[src/rtl/accel_pkg.sv]
// Shared types and constants for the matrix-multiply tile sequencer.
package accel_pkg;

    localparam int NUM_SIZE_DEF = 16;

    // Bit positions inside the 2-bit mode word
    localparam int MODE_ACC = 0;
    localparam int MODE_TRB = 1;

    typedef enum logic [2:0] {
        IDLE   = 3'd0,
        LOAD_A = 3'd1,
        LOAD_B = 3'd2,
        LOAD_C = 3'd3,
        RUN    = 3'd4,
        DRAIN  = 3'd5,
        DONE   = 3'd6
    } state_t;

    // Skewed feed of an N x N tile takes 3N-2 steps, plus the array's settle latency
    function automatic int run_len(input int n, input int lat);
        return 3 * n - 2 + lat;
    endfunction

endpackage

[src/rtl/skew_feeder.sv]
// Holds the A and B operand tiles and presents them to the array as
// diagonally skewed west (rows of A) and north (columns of B) vectors.
module skew_feeder #(
    parameter int NUM_SIZE  = 16,
    parameter int GRID_SIZE = 2,
    parameter int IDX_W     = 2,
    parameter int STEP_W    = 3
) (
    input  logic                          clk,
    input  logic                          rst_n,
    input  logic                          a_we,
    input  logic                          b_we,
    input  logic [IDX_W-1:0]              wr_idx,
    input  logic [NUM_SIZE-1:0]           wr_data,
    input  logic                          feed_en,
    input  logic [STEP_W-1:0]             step,
    output logic [GRID_SIZE*NUM_SIZE-1:0] north_input,
    output logic [GRID_SIZE*NUM_SIZE-1:0] west_input
);

    localparam int NN = GRID_SIZE * GRID_SIZE;

    logic [NUM_SIZE-1:0] a_buf [NN];
    logic [NUM_SIZE-1:0] b_buf [NN];

    always_ff @(posedge clk) begin
        if (!rst_n) begin
            for (int k = 0; k < NN; k++) begin
                a_buf[k] <= '0;
                b_buf[k] <= '0;
            end
        end else begin
            if (a_we) a_buf[wr_idx] <= wr_data;
            if (b_we) b_buf[wr_idx] <= wr_data;
        end
    end

    // Lane i carries element index (step - i); outside 0..N-1 the lane idles at zero
    always_comb begin
        int k;
        k           = 0;
        north_input = '0;
        west_input  = '0;
        if (feed_en) begin
            for (int i = 0; i < GRID_SIZE; i++) begin
                k = int'(step) - i;
                if (k >= 0 && k < GRID_SIZE) begin
                    west_input[i*NUM_SIZE +: NUM_SIZE]  = a_buf[IDX_W'(i * GRID_SIZE + k)];
                    north_input[i*NUM_SIZE +: NUM_SIZE] = b_buf[IDX_W'(k * GRID_SIZE + i)];
                end
            end
        end
    end

endmodule

[src/rtl/mxu_tile_sequencer.sv]
// Sequences one N x N tile multiply: loads A, B (optionally transposed) and C,
// drives the skewed systolic feed, then writes C = A*B (+C) back row-major.
module mxu_tile_sequencer
    import accel_pkg::*;
#(
    parameter int NUM_SIZE  = NUM_SIZE_DEF,
    parameter int GRID_SIZE = 2,
    parameter int ADDR_W    = 5,
    parameter int MXU_LAT   = 1
) (
    input  logic                                    clk,
    input  logic                                    rst_n,
    input  logic                                    start,
    input  logic [ADDR_W-1:0]                       a_base,
    input  logic [ADDR_W-1:0]                       b_base,
    input  logic [ADDR_W-1:0]                       c_base,
    input  logic [1:0]                              mode,
    output logic                                    busy,
    output logic                                    done,
    output logic                                    mem_rd_en,
    output logic [ADDR_W-1:0]                       mem_rd_addr,
    input  logic [NUM_SIZE-1:0]                     mem_rd_data,
    output logic                                    mem_wr_en,
    output logic [ADDR_W-1:0]                       mem_wr_addr,
    output logic [NUM_SIZE-1:0]                     mem_wr_data,
    output logic                                    mxu_ce,
    output logic                                    mxu_clear,
    output logic [GRID_SIZE*NUM_SIZE-1:0]           north_input,
    output logic [GRID_SIZE*NUM_SIZE-1:0]           west_input,
    input  logic [GRID_SIZE*GRID_SIZE*NUM_SIZE-1:0] result_out,
    output state_t                                  dbg_state
);

    localparam int NN      = GRID_SIZE * GRID_SIZE;
    localparam int RUN_LEN = run_len(GRID_SIZE, MXU_LAT);
    localparam int CNT_MAX = (NN + 1 > RUN_LEN) ? NN + 1 : RUN_LEN;
    localparam int CNT_W   = $clog2(CNT_MAX + 1);
    localparam int IDX_W   = $clog2(NN);

    state_t              state, state_nxt;
    logic [CNT_W-1:0]    cnt;
    logic [ADDR_W-1:0]   a_base_q, b_base_q, c_base_q;
    logic [1:0]          mode_q;
    logic [NUM_SIZE-1:0] c_buf      [NN];
    logic [NUM_SIZE-1:0] result_arr [NN];

    logic              accept, load_last, run_last, drain_last, loading;
    logic              cap_valid, a_we, b_we, c_we, feed_en, wr_issue;
    logic [IDX_W-1:0]  cap_idx, wr_idx;
    logic [ADDR_W-1:0] rd_base;
    int                cap_t;

    assign accept     = (state == IDLE) && start;
    assign load_last  = (cnt == CNT_W'(NN));
    assign run_last   = (cnt == CNT_W'(RUN_LEN - 1));
    assign drain_last = (cnt == CNT_W'(NN - 1));
    assign dbg_state  = state;

    // cnt is the cycle index within the current state
    always_ff @(posedge clk) begin
        if (!rst_n) begin
            state <= IDLE;
            cnt   <= '0;
        end else begin
            state <= state_nxt;
            cnt   <= (state_nxt != state || state == IDLE) ? '0 : cnt + CNT_W'(1);
        end
    end

    always_comb begin
        state_nxt = state;
        case (state)
            IDLE:    if (start)      state_nxt = LOAD_A;
            LOAD_A:  if (load_last)  state_nxt = LOAD_B;
            LOAD_B:  if (load_last)  state_nxt = mode_q[MODE_ACC] ? LOAD_C : RUN;
            LOAD_C:  if (load_last)  state_nxt = RUN;
            RUN:     if (run_last)   state_nxt = DRAIN;
            DRAIN:   if (drain_last) state_nxt = DONE;
            DONE:                    state_nxt = IDLE;
            default:                 state_nxt = IDLE;
        endcase
    end

    always_comb begin
        busy      = (state != IDLE);
        done      = (state == DONE);
        mxu_ce    = (state == RUN);
        feed_en   = (state == RUN);
        loading   = (state inside {LOAD_A, LOAD_B, LOAD_C});
        mem_rd_en = loading && (cnt < CNT_W'(NN));
        case (state)
            LOAD_A:  rd_base = a_base_q;
            LOAD_B:  rd_base = b_base_q;
            LOAD_C:  rd_base = c_base_q;
            default: rd_base = '0;
        endcase
        mem_rd_addr = mem_rd_en ? rd_base + ADDR_W'(cnt) : '0;

        // Read data lags the address by one cycle, so cycle t captures word t-1
        cap_valid = loading && (cnt != '0);
        cap_t     = int'(cnt) - 1;
        a_we      = cap_valid && (state == LOAD_A);
        b_we      = cap_valid && (state == LOAD_B);
        c_we      = cap_valid && (state == LOAD_C);
        cap_idx   = IDX_W'(cap_t);
        if (state == LOAD_B && mode_q[MODE_TRB])
            cap_idx = IDX_W'((cap_t % GRID_SIZE) * GRID_SIZE + cap_t / GRID_SIZE);

        // Write d is registered one cycle early so it is on the bus in DRAIN cycle d
        wr_issue = (state == RUN && run_last) || (state == DRAIN && !drain_last);
        wr_idx   = (state == DRAIN) ? IDX_W'(int'(cnt) + 1) : '0;
    end

    always_comb begin
        for (int k = 0; k < NN; k++)
            result_arr[k] = result_out[k*NUM_SIZE +: NUM_SIZE];
    end

    always_ff @(posedge clk) begin
        if (!rst_n) begin
            a_base_q    <= '0;
            b_base_q    <= '0;
            c_base_q    <= '0;
            mode_q      <= '0;
            mxu_clear   <= 1'b0;
            mem_wr_en   <= 1'b0;
            mem_wr_addr <= '0;
            mem_wr_data <= '0;
            for (int k = 0; k < NN; k++) c_buf[k] <= '0;
        end else begin
            mxu_clear <= accept;
            if (accept) begin
                a_base_q <= a_base;
                b_base_q <= b_base;
                c_base_q <= c_base;
                mode_q   <= mode;
            end
            if (c_we) c_buf[cap_idx] <= mem_rd_data;
            mem_wr_en <= wr_issue;
            if (wr_issue) begin
                mem_wr_addr <= c_base_q + ADDR_W'(wr_idx);
                mem_wr_data <= result_arr[wr_idx] + (mode_q[MODE_ACC] ? c_buf[wr_idx] : '0);
            end
        end
    end

    skew_feeder #(
        .NUM_SIZE  (NUM_SIZE),
        .GRID_SIZE (GRID_SIZE),
        .IDX_W     (IDX_W),
        .STEP_W    (CNT_W)
    ) u_skew_feeder (
        .clk         (clk),
        .rst_n       (rst_n),
        .a_we        (a_we),
        .b_we        (b_we),
        .wr_idx      (cap_idx),
        .wr_data     (mem_rd_data),
        .feed_en     (feed_en),
        .step        (cnt),
        .north_input (north_input),
        .west_input  (west_input)
    );

endmodule
[config.mk]
export PLATFORM = sky130hd
export DESIGN_NAME = mxu_tile_sequencer
export DESIGN_NICKNAME = d
export VERILOG_FILES = /design/src/rtl/accel_pkg.sv /design/src/rtl/skew_feeder.sv /design/src/rtl/mxu_tile_sequencer.sv
export SDC_FILE = /design/constraint.sdc
export NUM_CORES = 1
export LEC_CHECK = 0
export BUFFER_PORTS_ARGS = -buffer_cell sky130_fd_sc_hd__buf_2
export CORE_UTILIZATION = 52
export DETAILED_ROUTE_END_ITERATION = 7
export PLACE_DENSITY = 0.78
export SLEW_MARGIN = 20
export SYNTH_ARGS = -nofsm -noshare
export SYNTH_HDL_FRONTEND = slang
export SYNTH_HIERARCHICAL = 1
export SYNTH_SLANG_ARGS = --single-unit
[constraint.sdc]
create_clock -name clk -period 3.7 [get_ports clk]
set_input_delay 0.925 -clock clk [delete_from_list [all_inputs] [get_ports clk]]
set_output_delay 0.925 -clock clk [all_outputs]
set_load 0.02 [all_outputs]
==> run summary <==
Final setup fails: 0
Fillers: 1892
Num CTS Buffers: 26
Slew headroom: 39.9%
Post-synth net total: 1277
Combinational power share: 7.8%
CP dominant cell by count: nor2_1
Sequential share of power: 50.3%
Cell variety after synth: 74
Internal power: 4610 uW
Synthesized instance count: 1148
CTS Hold Bufs: 0
Cell row count: 57
CP Launch Type: flip-flop
Antenna violations before repair: 0
Syn Area/Cell: 11.2 um2
Final Worst Setup Slack: 0.0531 ns
Worst slack, placed: 0.208 ns
Final #Nets: 1475
Io pins: 199
Final wirelength: 32800 um
DRT antenna net count: 0
Peak supply drop: 0.000393 V
Buffer and inverter count on the worst path: 2
Worst Hold Slack: 0.457 ns
Critical Path AT: 2.72 ns
Final Critical Period: 3.65 ns
Vias in the first global route: 9550
Die W: 159 um
Final Max Slew Viols: 0
Share of layout cells above drive strength 1: 27.4%
Tot Pwr: 5970 uW
Synthesized cell area: 0.0129 mm2
Area Overhead vs Synth: 17.9%
Placed instance area: 0.0142 mm2
CP Max Fanout: 17
Outcome: finished, final reports clean
Async SR Flop Fraction: 0%
Clock root buffer: clkbuf_16
H-tree levels: 1
Wire length per cell: 19.4 um
Fmax: 274 MHz
Register area share after synthesis: 52.0%
Clock Path Buffers: 3
Crit path max-delay family: adder cells
Tightest Pin Transition: 0.899 ns
Critical path type: reg2out
Starting density of the core: 52.9%
Clock latency on the worst-skew pair: 0.53 ns
Die area: 0.0254 mm2
Final worst path period share: 98.6%
Switching portion of total power: 22.8%
Leakage: 0.00643 uW
Clock sink count: 238
Port Buffers: 198
Total Routing Usage GR: 25.7%
Layout Skew: 0.0143 ns
First-pass GRT wire length: 51100 um
Highest-count cells in the layout ignoring fill and taps: buf_2, edfxtp_1, and2_1, nand2_1, nor2_1
Largest net degree at the start of global routing: 98
Hold Vio Cnt, Final: 0
CP peak stage delay: 0.40 ns
Min-Delay Path Class: reg2reg
Register bit total from synthesis: 238
Required @ worst endpoint: 2.77 ns
Commonest non-fill, non-tap cell in the layout: buf_2
Total number of vias: 9650
CORE AREA: 0.0243 mm2
1st-iter DRT viols: 886
Clock slew at reported path FFs: 0.06 ns
Pwr/cell area: 394 mW/mm2
Maxcap violations: 0
Slowest CP cell: fa_2
Die Y: 159 um
Net Switching: 1360 uW
Clock Power Share: 41.9%
Yosys warnings: 6
Fin area: 0.0152 mm2
CTS tree: built
Number of flops mapped to enable cells by yosys: 192
Detailed-route vias per instance: 5.70
Detailed placer's ending HPWL: 21800 um
Synth Flop Type: edfxtp_1
Overflow after GRT: 0
GPL Wtd Cong: 0.899
DRC errors left: 0
RSZ-0062 raised after global routing: true
CP Cell Sequence: buf_12, mux2_2, a22oi_2, nor2_1, ha_2, fa_2, a21oi_2, nor3_1, xnor2_1, nor2_1, buf_4
1st-pass router iterations: 5
Worst setup EP type: output port
[sequential cells by signal (all words and copies together) (netlist names)]
signal and flops:
u_skew_feeder/a_buf 64, mxu_clear 1, cnt 3, mode_q 2
mem_wr_addr 5, a_base_q 5, u_skew_feeder/b_buf 64, c_buf 64
dbg_state 3, mem_wr_en 1, c_base_q 5, b_base_q 5
mem_wr_data 16
[synth_stat cells, types with 4 or more instances]
cell type    n  area share [%]
buf_6        9            0.79
xor2_1       4            0.27
and2_2       6            0.35
a21boi_0    26             1.5
o21ai_0     22            0.86
nor2_1      59             1.7
nor2b_1      6            0.29
clkbuf_1    31            0.90
mux2_2       5            0.44
buf_2       19            0.74
a22oi_1      6            0.35
buf_1        6            0.18
o211ai_1     5            0.29
nor2_4       5            0.44
o211a_1      6            0.47
o22ai_1     15            0.73
a21oi_1     28             1.1
buf_4        8            0.47
a21o_1      11            0.64
nor3b_2     15             1.5
mux2i_1     50             3.9
inv_1       13            0.38
and2_1     158             7.7
dfxtp_1     46             7.2
mux4_2      20             3.5
a221o_1     12            0.93
xnor2_1     10            0.68
and2_4       9            0.61
nand2b_1     5            0.24
and3_1      55             2.7
ha_1        26             2.5
nand3_1     31             1.2
nand2_1    143             4.2
nor3_1      23            0.89
edfxtp_1   192              45
[worst paths after layout]
| check | slack [ns] | endpoint | start | cells after the start |
|---|---|---|---|---|
| hold reg to reg | 0.46 | mem_wr_data[11] | mem_wr_data[11] | 2 |
| setup / recovery | 0.05 | mem_rd_addr[4] | dbg_state[0] | 11 |
| setup reg to reg | 0.21 | mem_wr_data[12] | cnt[0] | 12 |
| hold / removal | 0.46 | mem_wr_data[11] | mem_wr_data[11] | 2 |
[worst register-to-register path, cell delays in order (launching register included)]
cell       delay [ns]
dfxtp_4          0.36
inv_2            0.04
ha_1             0.34
nand4b_4         0.21
nor2_1           0.74
a221o_1          0.33
ha_1             0.32
nand2_1          0.10
nand2_1          0.10
a21o_1           0.21
o2111ai_1        0.22
a21oi_1          0.09
a311o_1          0.31
[area by class of cell]
type                            instances  area [um2]  share of cell area (%)
Sequential cell                       238        6690                    44.1
Multi-Input combinational cell        819        5740                    37.9
Timing Repair Buffer                  243        1410                    9.30
Clock buffer                           36         731                    4.82
Tap cell                              324         405                    2.67
Clock inverter                         12        98.8                   0.652
Inverter                               18        77.6                   0.512
Antenna cell                            2        5.00                  0.0330
[repair_timing]
action                     in CTS  in global routing
pin swaps                       0                  1
setup endpoints to repair      36                 11
gates resized for setup        11                  9
buffers inserted                0                  3
[cells by family (layout without fill, tap and decap cells)]
family          count (synthesis)  after routing  synth area share [%]
simple gates                  544            544                  23.9
compound gates                155            155                  8.46
other cells                     0              2                     0
flops                         238            238                  52.0
fa+ha+maj                      29             29                  3.00
mux                            77             77                  8.03
xor+xnor                       14             14                 0.953
buf+inv                        91            309                  3.64
[stage by stage]
step / setup TNS (ns) / cells / utilization, %
floorplan: -9.73 / 1148 / -
global placement: 0 / 1639 / 58.5
detailed placement: 0 / 1639 / 58.5
CTS: -0.0305 / 1687 / 62.1
global route: -0.0657 / 1690 / 62.3
finish: 0 / 1692 / 62.3
[layer usage]
layer | part of all wire [%] | track usage, % | wire length (um)
met1 | 40 | 33.1 | 13000
met4 | 3.4 | 10.3 | 1120
met2 | 51 | 44.3 | 16600
met3 | 6.1 | 3.10 | 2000
met5 | 0 | 0 | 0
[power groups by stage]
stage / logic (uW) / clock network, uW / registers, uW
after floorplan: 269 / 0 / 3050
after global placement: 447 / 0 / 3060
after detailed placement: 452 / 0 / 3060
after CTS: 459 / 2530 / 3010
after global routing: 501 / 2660 / 3010
final: 464 / 2510 / 3000
Note: power is estimated with default switching activity, not from simulation.
